$ cat config.mk
export PLATFORM = sky130hd
export DESIGN_NAME = pipe_elastic_chain
export DESIGN_NICKNAME = d
export VERILOG_FILES = /design/src/rtl/pipe_elastic_chain.sv
export SDC_FILE = /design/constraint.sdc
export NUM_CORES = 1
export LEC_CHECK = 0
export CORE_ASPECT_RATIO = 1.4
export CORE_UTILIZATION = 25
export CTS_CLUSTER_DIAMETER = 80
export DETAILED_ROUTE_END_ITERATION = 16
export PLACE_DENSITY = 0.53
export SLEW_MARGIN = 20
export SYNTH_ARGS = -nofsm -noshare
export SYNTH_HDL_FRONTEND = slang
export SYNTH_SLANG_ARGS = --single-unit
$ cat constraint.sdc
create_clock -name clk -period 3.55 [get_ports clk]
set_input_delay 0.71 -clock clk [delete_from_list [all_inputs] [get_ports clk]]
set_output_delay 0.71 -clock clk [all_outputs]
set_load 0.02 [all_outputs]
$ cat src/rtl/pipe_elastic_chain.sv
// Elastic chain of DEPTH valid/data register stages with global stall and per-stage flush kill.
// Latency: DEPTH cycles input-to-output on an empty chain; 1 item/cycle sustained throughput.
// Backpressure: combinational ready chain from out_ready; stall freezes both ends; optional perf counters under PIPE_PERF_CNT_EN.
module pipe_elastic_chain #(
  parameter int WIDTH = 32,
  parameter int DEPTH = 4
) (
  input  logic                         clk,
  input  logic                         rst,
  input  logic                         in_valid,
  output logic                         in_ready,
  input  logic [WIDTH-1:0]             in_data,
  output logic                         out_valid,
  input  logic                         out_ready,
  output logic [WIDTH-1:0]             out_data,
  input  logic                         stall,
  input  logic [DEPTH-1:0]             flush,
  output logic [$clog2(DEPTH+1)-1:0]   occupancy
`ifdef PIPE_PERF_CNT_EN
  ,
  output logic [31:0]                  stall_cycles,
  output logic [31:0]                  bubble_cycles
`endif
);

  localparam int OCC_W = $clog2(DEPTH+1);

  logic [DEPTH-1:0] valid_q;
  logic [WIDTH-1:0] data_q [DEPTH];
  logic [DEPTH-1:0] free;
  logic [DEPTH-1:0] rdy;
  logic [DEPTH-1:0] src_valid;
  logic [WIDTH-1:0] src_data [DEPTH];

  // A slot is free when empty or being flushed this cycle.
  assign free = ~valid_q | flush;

  // Stage i can load when it, or any stage downstream of it, frees up, or the consumer takes the head.
  // Written as a flattened OR over the downstream slots rather than a ripple to keep the logic loop-free.
  for (genvar g = 0; g < DEPTH; g++) begin : g_rdy
    assign rdy[g] = out_ready | (|(free >> g));
  end

  assign in_ready  = rdy[0] & ~stall & rst;
  assign out_valid = valid_q[DEPTH-1] & ~flush[DEPTH-1] & ~stall;
  assign out_data  = data_q[DEPTH-1];

  // Source of each stage's load: the producer for stage 0, otherwise the upstream stage minus any kill.
  always_comb begin
    src_valid[0] = in_valid;
    src_data[0]  = in_data;
    for (int i = 1; i < DEPTH; i++) begin
      src_valid[i] = valid_q[i-1] & ~flush[i-1];
      src_data[i]  = data_q[i-1];
    end
  end

  // Stage registers: shift when ready, clear on flush during stall, hold otherwise.
  always_ff @(posedge clk) begin
    if (!rst) begin
      valid_q <= '0;
      for (int i = 0; i < DEPTH; i++) data_q[i] <= '0;
    end else begin
      for (int i = 0; i < DEPTH; i++) begin
        if (stall) begin
          if (flush[i]) valid_q[i] <= 1'b0;
        end else if (rdy[i]) begin
          valid_q[i] <= src_valid[i];
          data_q[i]  <= src_data[i];
        end
      end
    end
  end

  // Live-item count taken from the registered valid bits.
  always_comb begin
    occupancy = '0;
    for (int i = 0; i < DEPTH; i++) occupancy = occupancy + OCC_W'(valid_q[i]);
  end

`ifdef PIPE_PERF_CNT_EN
  // Saturating counters for stalled cycles and output bubbles outside stall.
  always_ff @(posedge clk) begin
    if (!rst) begin
      stall_cycles  <= '0;
      bubble_cycles <= '0;
    end else begin
      if (stall && stall_cycles != 32'hFFFF_FFFF)
        stall_cycles <= stall_cycles + 32'd1;
      if (!stall && !out_valid && bubble_cycles != 32'hFFFF_FFFF)
        bubble_cycles <= bubble_cycles + 32'd1;
    end
  end
`endif

endmodule
==> results of run 1 <==
## cells in the mapped netlist, types with 3 or more instances
cell type  number  area share (%)
and2_1         98              11
and2_2         31             4.3
buf_4          32             4.4
buf_6           4            0.83
clkbuf_2        9            0.83
dfxtp_1         4             1.5
edfxtp_1      128              71
inv_1           6            0.42
nand2b_1        3            0.35
o21ai_0         3            0.28
## flip-flops by register name (all words and copies together), names as in the netlist
signal / count
valid_q: 4
data_q: 128
## routing by layer
layer	global-route usage (%)	wire length (µm)	vias up
met5	0	0	-
met1	7.62	3030	1059
met3	2.67	273	7
met2	12.5	3920	47
met4	4.77	114	0
li1	-	-	1264
## per-stage QoR
stage                     cells  util [%]  instance area, µm²  worst slack (ns)  hold WS (ns)
after floorplan             342         -                5410             0.670         0.493
after global placement      641      29.4                6230             0.381         0.501
after detailed placement    641      29.4                6230             0.356         0.503
after CTS                   672      32.3                6850             0.347         0.510
after global routing        672      32.3                6850             0.299         0.534
final                       672      32.3                6850             0.380         0.510
## cell families after synthesis
kind of cell / count (synthesis) / synth area share (%)
flops: 132 / 72.6
buf+inv: 51 / 6.53
simple gates: 144 / 17.7
fa+ha+maj: 3 / 0.833
compound gates: 12 / 2.34
## worst paths after layout
kind,cells after the start,endpoint,startpoint,slack (ns)
max,6,occupancy[1],valid_q[0],0.38
min,1,data_q[0][108],data_q[0][76],0.51
max reg2reg,3,data_q[0][47],valid_q[2],1.74
min reg2reg,1,data_q[0][108],data_q[0][76],0.51
## power breakdown
part	internal, mW	leakage, nW	total (mW)	switching, mW
combinational	0.108	0.840	0.205	0.0976
clock	1.23	0.310	1.79	0.567
sequential	1.80	1.49	1.82	0.0195
total	3.14	2.64	3.82	0.684
## area by class of cell
cell class | instances | area (µm²)
clock buffers | 18 | 429
clock inverters | 13 | 189
fillers | 2050 | 14400
inverters | 6 | 22.5
multi-input cells | 159 | 1140
flip-flops and latches | 132 | 3920
well taps | 260 | 325
repair buffers | 84 | 823
## worst register-to-register path, delay by kind of cell, from the launching register on
family / cells / cell delay [ns]
AO/OA/AOI/OAI: 1 / 0.48
flip-flops: 1 / 0.37
AND/OR/NAND/NOR: 2 / 0.71
## cells in the final DEF, fill, tap and decap left out, types with 2 or more instances in the layout
cell             instances
and2_1                  98
and2_2                  31
and2b_2                  2
buf_4                    7
bufinv_16                5
clkbuf_16               17
clkdlybuf4s50_1         77
clkinv_2                 7
dfxtp_1                  4
edfxtp_1               128
ha_1                     2
inv_1                    6
nand2b_1                 3
nand2b_4                 2
nor2_1                   2
nor3_1                   2
o21ai_2                  2
o22ai_1                  2
==> impl_metrics.env, run 1 <==
export IMPL_slew_violations=0
export IMPL_port_buffer_count=77
export IMPL_startpoint_type="register"
export IMPL_p_leak_nw=2.64
export IMPL_hold_viol=0
export IMPL_crit_family="adder cells"
export IMPL_cts_buffers=17
export IMPL_dieArea_um2=22200
export IMPL_std_cell_rows=63
export IMPL_clock_sinks=132
export IMPL_cap_violations=0
export IMPL_grt_total_usage_pct=7.35
export IMPL_final_setup_tns_ns=0
export IMPL_syn_inst=342
export IMPL_ys_seq_area_share_pct=72.6
export IMPL_clk_latency_ns=0.40
export IMPL_grt_max_degree=35
export IMPL_crit_buf_inv=3
export IMPL_yosysUniqueCellTypes=28
export IMPL_setup_violations_final=0
export IMPL_vias=2377
export IMPL_cts_resized=0
export IMPL_critPathArrivalTime_ns=2.46
export IMPL_drt_iter0_drc=142
export IMPL_ios=78
export IMPL_path_cells="inv_1 -> fa_1 -> inv_1 -> ha_1 -> ha_1 -> clkdlybuf4s50_1"
export IMPL_die_h_um=176
export IMPL_status="completed"
export IMPL_routed_via_density=3.54
export IMPL_max_stage_delay_ns=0.60
export IMPL_gp_congestion=0.731
export IMPL_core_region_area_um2=21200
export IMPL_power_density_nw_per_um2=558
export IMPL_netlist_area_um2=5410
export IMPL_post_route_min_period_ns=3.17
export IMPL_antenna_found_initial=0
export IMPL_min_path_type="register to register"
export IMPL_drive_above_1_share_pct=18.7
export IMPL_critPathMaxFanout=3
export IMPL_grt_pass1_vias=2664
export IMPL_async_flop_share_pct=0
export IMPL_initial_core_util_pct=25.5
export IMPL_cp_end_kind="primary output"
export IMPL_worstMarginPinSlew_ns=0.917
export IMPL_period_share_pct=89.3
export IMPL_clkTransAtPathRegs_ns=0.05
export IMPL_cts_root_buf="clkbuf_16"
export IMPL_drc=0
export IMPL_synth_edff_count=128
export IMPL_htree_levels=4
export IMPL_wl_um=7340
export IMPL_layout_nets=444
export IMPL_dpl_hpwl_um=5580
export IMPL_syn_area_per_cell_um2=15.8
export IMPL_antennaDiodeCount=0
export IMPL_cts_tree="built"
export IMPL_required_ns=2.84
export IMPL_timing_fmax_ghz=0.315
export IMPL_syn_to_final_growth_pct=26.7
export IMPL_clock_path_buffers=2
export IMPL_postCtsHoldBufs=0
export IMPL_synth_main_ff_cell="edfxtp_1"
export IMPL_peakVddDrop_v=0.000315
export IMPL_slowest_stage="clkdlybuf4s50_1"
export IMPL_slew_headroom_pct=38.8
export IMPL_synth_fp_nets=386
export IMPL_detail_route_antenna_nets=0
export IMPL_crit_type="register to primary output"
export IMPL_drtPass1Iterations=4
export IMPL_power_mw=3.82
export IMPL_grt_pass1_wl_um=12600
export IMPL_gr_total_overflow=0
export IMPL_fp_dieW_um=126
export IMPL_post_cts_buffers=0
export IMPL_skew_ns=0.0109
export IMPL_wl_per_cell_um=10.9
export IMPL_yosysWarnings=0
export IMPL_synth_seq_cells=132
export IMPL_rsz0062_at_grt="no"
Power figures use the tool's default switching activity.
==> run 2: changes to the inputs <==
--- a/config.mk
+++ b/config.mk
@@ -9,7 +9,7 @@
 export CORE_UTILIZATION = 25
 export CTS_CLUSTER_DIAMETER = 80
 export DETAILED_ROUTE_END_ITERATION = 16
-export PLACE_DENSITY = 0.53
+export PLACE_DENSITY_LB_ADDON = 0.08
 export SLEW_MARGIN = 20
 export SYNTH_ARGS = -nofsm -noshare
 export SYNTH_HDL_FRONTEND = slang
==> impl_metrics.env, run 2 (synthesis results as in run 1) <==
export IMPL_top_regs="data_q (128), valid_q (4)"
export IMPL_critPathMaxFanout=3
export IMPL_crit_type="register to primary output"
export IMPL_setup_violations_final=0
export IMPL_dpl_hpwl_um=5870
export IMPL_reg2reg_slack_ns=1.94
export IMPL_peakVddDrop_v=0.000282
export IMPL_initial_core_util_pct=25.5
export IMPL_layout_cells_most_common_list="128 x edfxtp_1, 98 x and2_1, 77 x clkdlybuf4s50_1, 31 x and2_2, 17 x clkbuf_16"
export IMPL_detail_route_antenna_nets=0
export IMPL_wl_per_cell_um=12.5
export IMPL_layout_commonest_cell="edfxtp_1"
export IMPL_final_setup_tns_ns=0
export IMPL_grt_max_degree=35
export IMPL_wl_um=8380
export IMPL_postCtsHoldBufs=0
export IMPL_clk_latency_ns=0.41
export IMPL_cts_resized=0
export IMPL_cap_violations=0
export IMPL_htree_levels=4
export IMPL_fillers=2100
export IMPL_regToRegStartpoint="valid_q[2]"
export IMPL_min_path_type="register to register"
export IMPL_routed_via_density=3.68
export IMPL_regMostFlops="data_q"
export IMPL_slew_violations=0
export IMPL_gr_total_overflow=0
export IMPL_startpoint_type="register"
export IMPL_timing_fmax_ghz=0.319
export IMPL_ios=78
export IMPL_power_mw=3.76
export IMPL_switching_power_mw=0.751
export IMPL_clock_path_buffers=2
export IMPL_p_int_mw=3.00
export IMPL_timing_rr_end="data_q[0][49]"
export IMPL_crit_start="valid_q[0]"
export IMPL_rsz0062_at_grt="no"
export IMPL_drt_iter0_drc=165
export IMPL_grt_total_usage_pct=8.15
export IMPL_grt_pass1_wl_um=13700
export IMPL_power_density_nw_per_um2=550
export IMPL_die_h_um=176
export IMPL_hold_viol=0
export IMPL_gp_congestion=0.690
export IMPL_worstMarginPinSlew_ns=0.594
export IMPL_largest_register_ffs=128
export IMPL_syn_to_final_growth_pct=26.3
export IMPL_antennaDiodeCount=0
export IMPL_power_frac_comb_pct=5.6
export IMPL_post_route_min_period_ns=3.14
export IMPL_p_leak_nw=2.63
export IMPL_critPathCapture="occupancy[1]"
export IMPL_post_cts_buffers=0
export IMPL_period_share_pct=88.4
export IMPL_fp_dieW_um=126
export IMPL_vias=2479
export IMPL_status="completed"
export IMPL_reg2regPathDepth=4
export IMPL_port_buffer_count=77
export IMPL_cts_tree="built"
export IMPL_antenna_found_initial=0
export IMPL_slew_headroom_pct=60.4
export IMPL_clkPwrFrac_pct=45.9
export IMPL_critPathArrivalTime_ns=2.43
export IMPL_drtPass1Iterations=4
export IMPL_core_region_area_um2=21200
export IMPL_clock_sinks=132
export IMPL_layout_nets=445
export IMPL_p_seq_share_pct=48.5
export IMPL_cp_end_kind="primary output"
export IMPL_cts_root_buf="clkbuf_16"
export IMPL_dieArea_um2=22200
export IMPL_skew_ns=0.00773
export IMPL_drc=0
export IMPL_clkTransAtPathRegs_ns=0.06
export IMPL_cts_buffers=17
export IMPL_std_cell_rows=63
export IMPL_drive_above_1_share_pct=19.1
export IMPL_sw_frac_of_total_pct=20.0
export IMPL_required_ns=2.84
export IMPL_grt_pass1_vias=2601
-- run 2: cell count changes in the layout (fill, tap and decap cells not counted) --
cell and change:
buf_4 +1, clkinv_2 -3, clkinv_4 +4, bufinv_16 -2
clkbuf_1 -1, clkinvlp_4 +2
-- run 2: per-stage QoR --
| stage | instances | worst slack, ns | area (µm²) | hold WS [ns] | util, % |
|---|---|---|---|---|---|
| after floorplan | 342 | 0.670 | 5410 | 0.493 | - |
| after global placement | 642 | 0.384 | 6240 | 0.512 | 29.4 |
| after detailed placement | 642 | 0.394 | 6240 | 0.510 | 29.4 |
| after CTS | 673 | 0.361 | 6830 | 0.519 | 32.2 |
| after global routing | 673 | 0.310 | 6830 | 0.533 | 32.2 |
| final | 673 | 0.411 | 6830 | 0.514 | 32.2 |
-- run 2: critical path, stage by stage, from the launching register on --
cell             delay, ns
dfxtp_1               0.34
inv_1                 0.08
fa_1                  0.53
inv_1                 0.04
ha_1                  0.17
ha_1                  0.27
clkdlybuf4s50_1       0.59
-- run 2: routing by layer --
| layer | up-vias | GRT usage [%] | wire, µm |
|---|---|---|---|
| li1 | 1265 | - | - |
| met1 | 1138 | 10.5 | 4080 |
| met4 | 0 | 5.12 | 198 |
| met2 | 61 | 12.1 | 3740 |
| met3 | 15 | 2.30 | 354 |
| met5 | - | 0 | 0 |
-- run 2: how the worst min path moves through the flow --
stage                   from             end  slack, ns  depth (start not counted)
6_report       data_q[0][82]  data_q[0][114]       0.51                          1
3_5_place_dp   data_q[0][82]  data_q[0][114]       0.51                          1
4_1_cts        data_q[0][86]  data_q[0][118]       0.52                          1
3_3_place_gp   data_q[0][82]  data_q[0][114]       0.51                          1
2_1_floorplan     valid_q[0]      valid_q[1]       0.49                          2
5_1_grt        data_q[0][86]  data_q[0][118]       0.53                          1
-- run 2: cell type report --
cell class / count / area [µm²] / share of cell area [%]
flip-flops and latches: 132 / 3920 / 57.5
multi-input cells: 159 / 1140 / 16.7
repair buffers: 85 / 831 / 12.2
clock buffers: 17 / 425 / 6.23
well taps: 260 / 325 / 4.76
clock inverters: 14 / 164 / 2.40
inverters: 6 / 22.5 / 0.330
-- run 2: power by group through the flow --
| stage | Clock (mW) | Sequential, mW | Combinational, mW |
|---|---|---|---|
| 4_1_cts | 1.79 | 1.83 | 0.215 |
| 3_5_place_dp | 0 | 1.86 | 0.215 |
| 5_1_grt | 1.83 | 1.83 | 0.228 |
| 6_report | 1.72 | 1.82 | 0.209 |
| 2_1_floorplan | 0 | 1.85 | 0.134 |
| 3_3_place_gp | 0 | 1.86 | 0.213 |
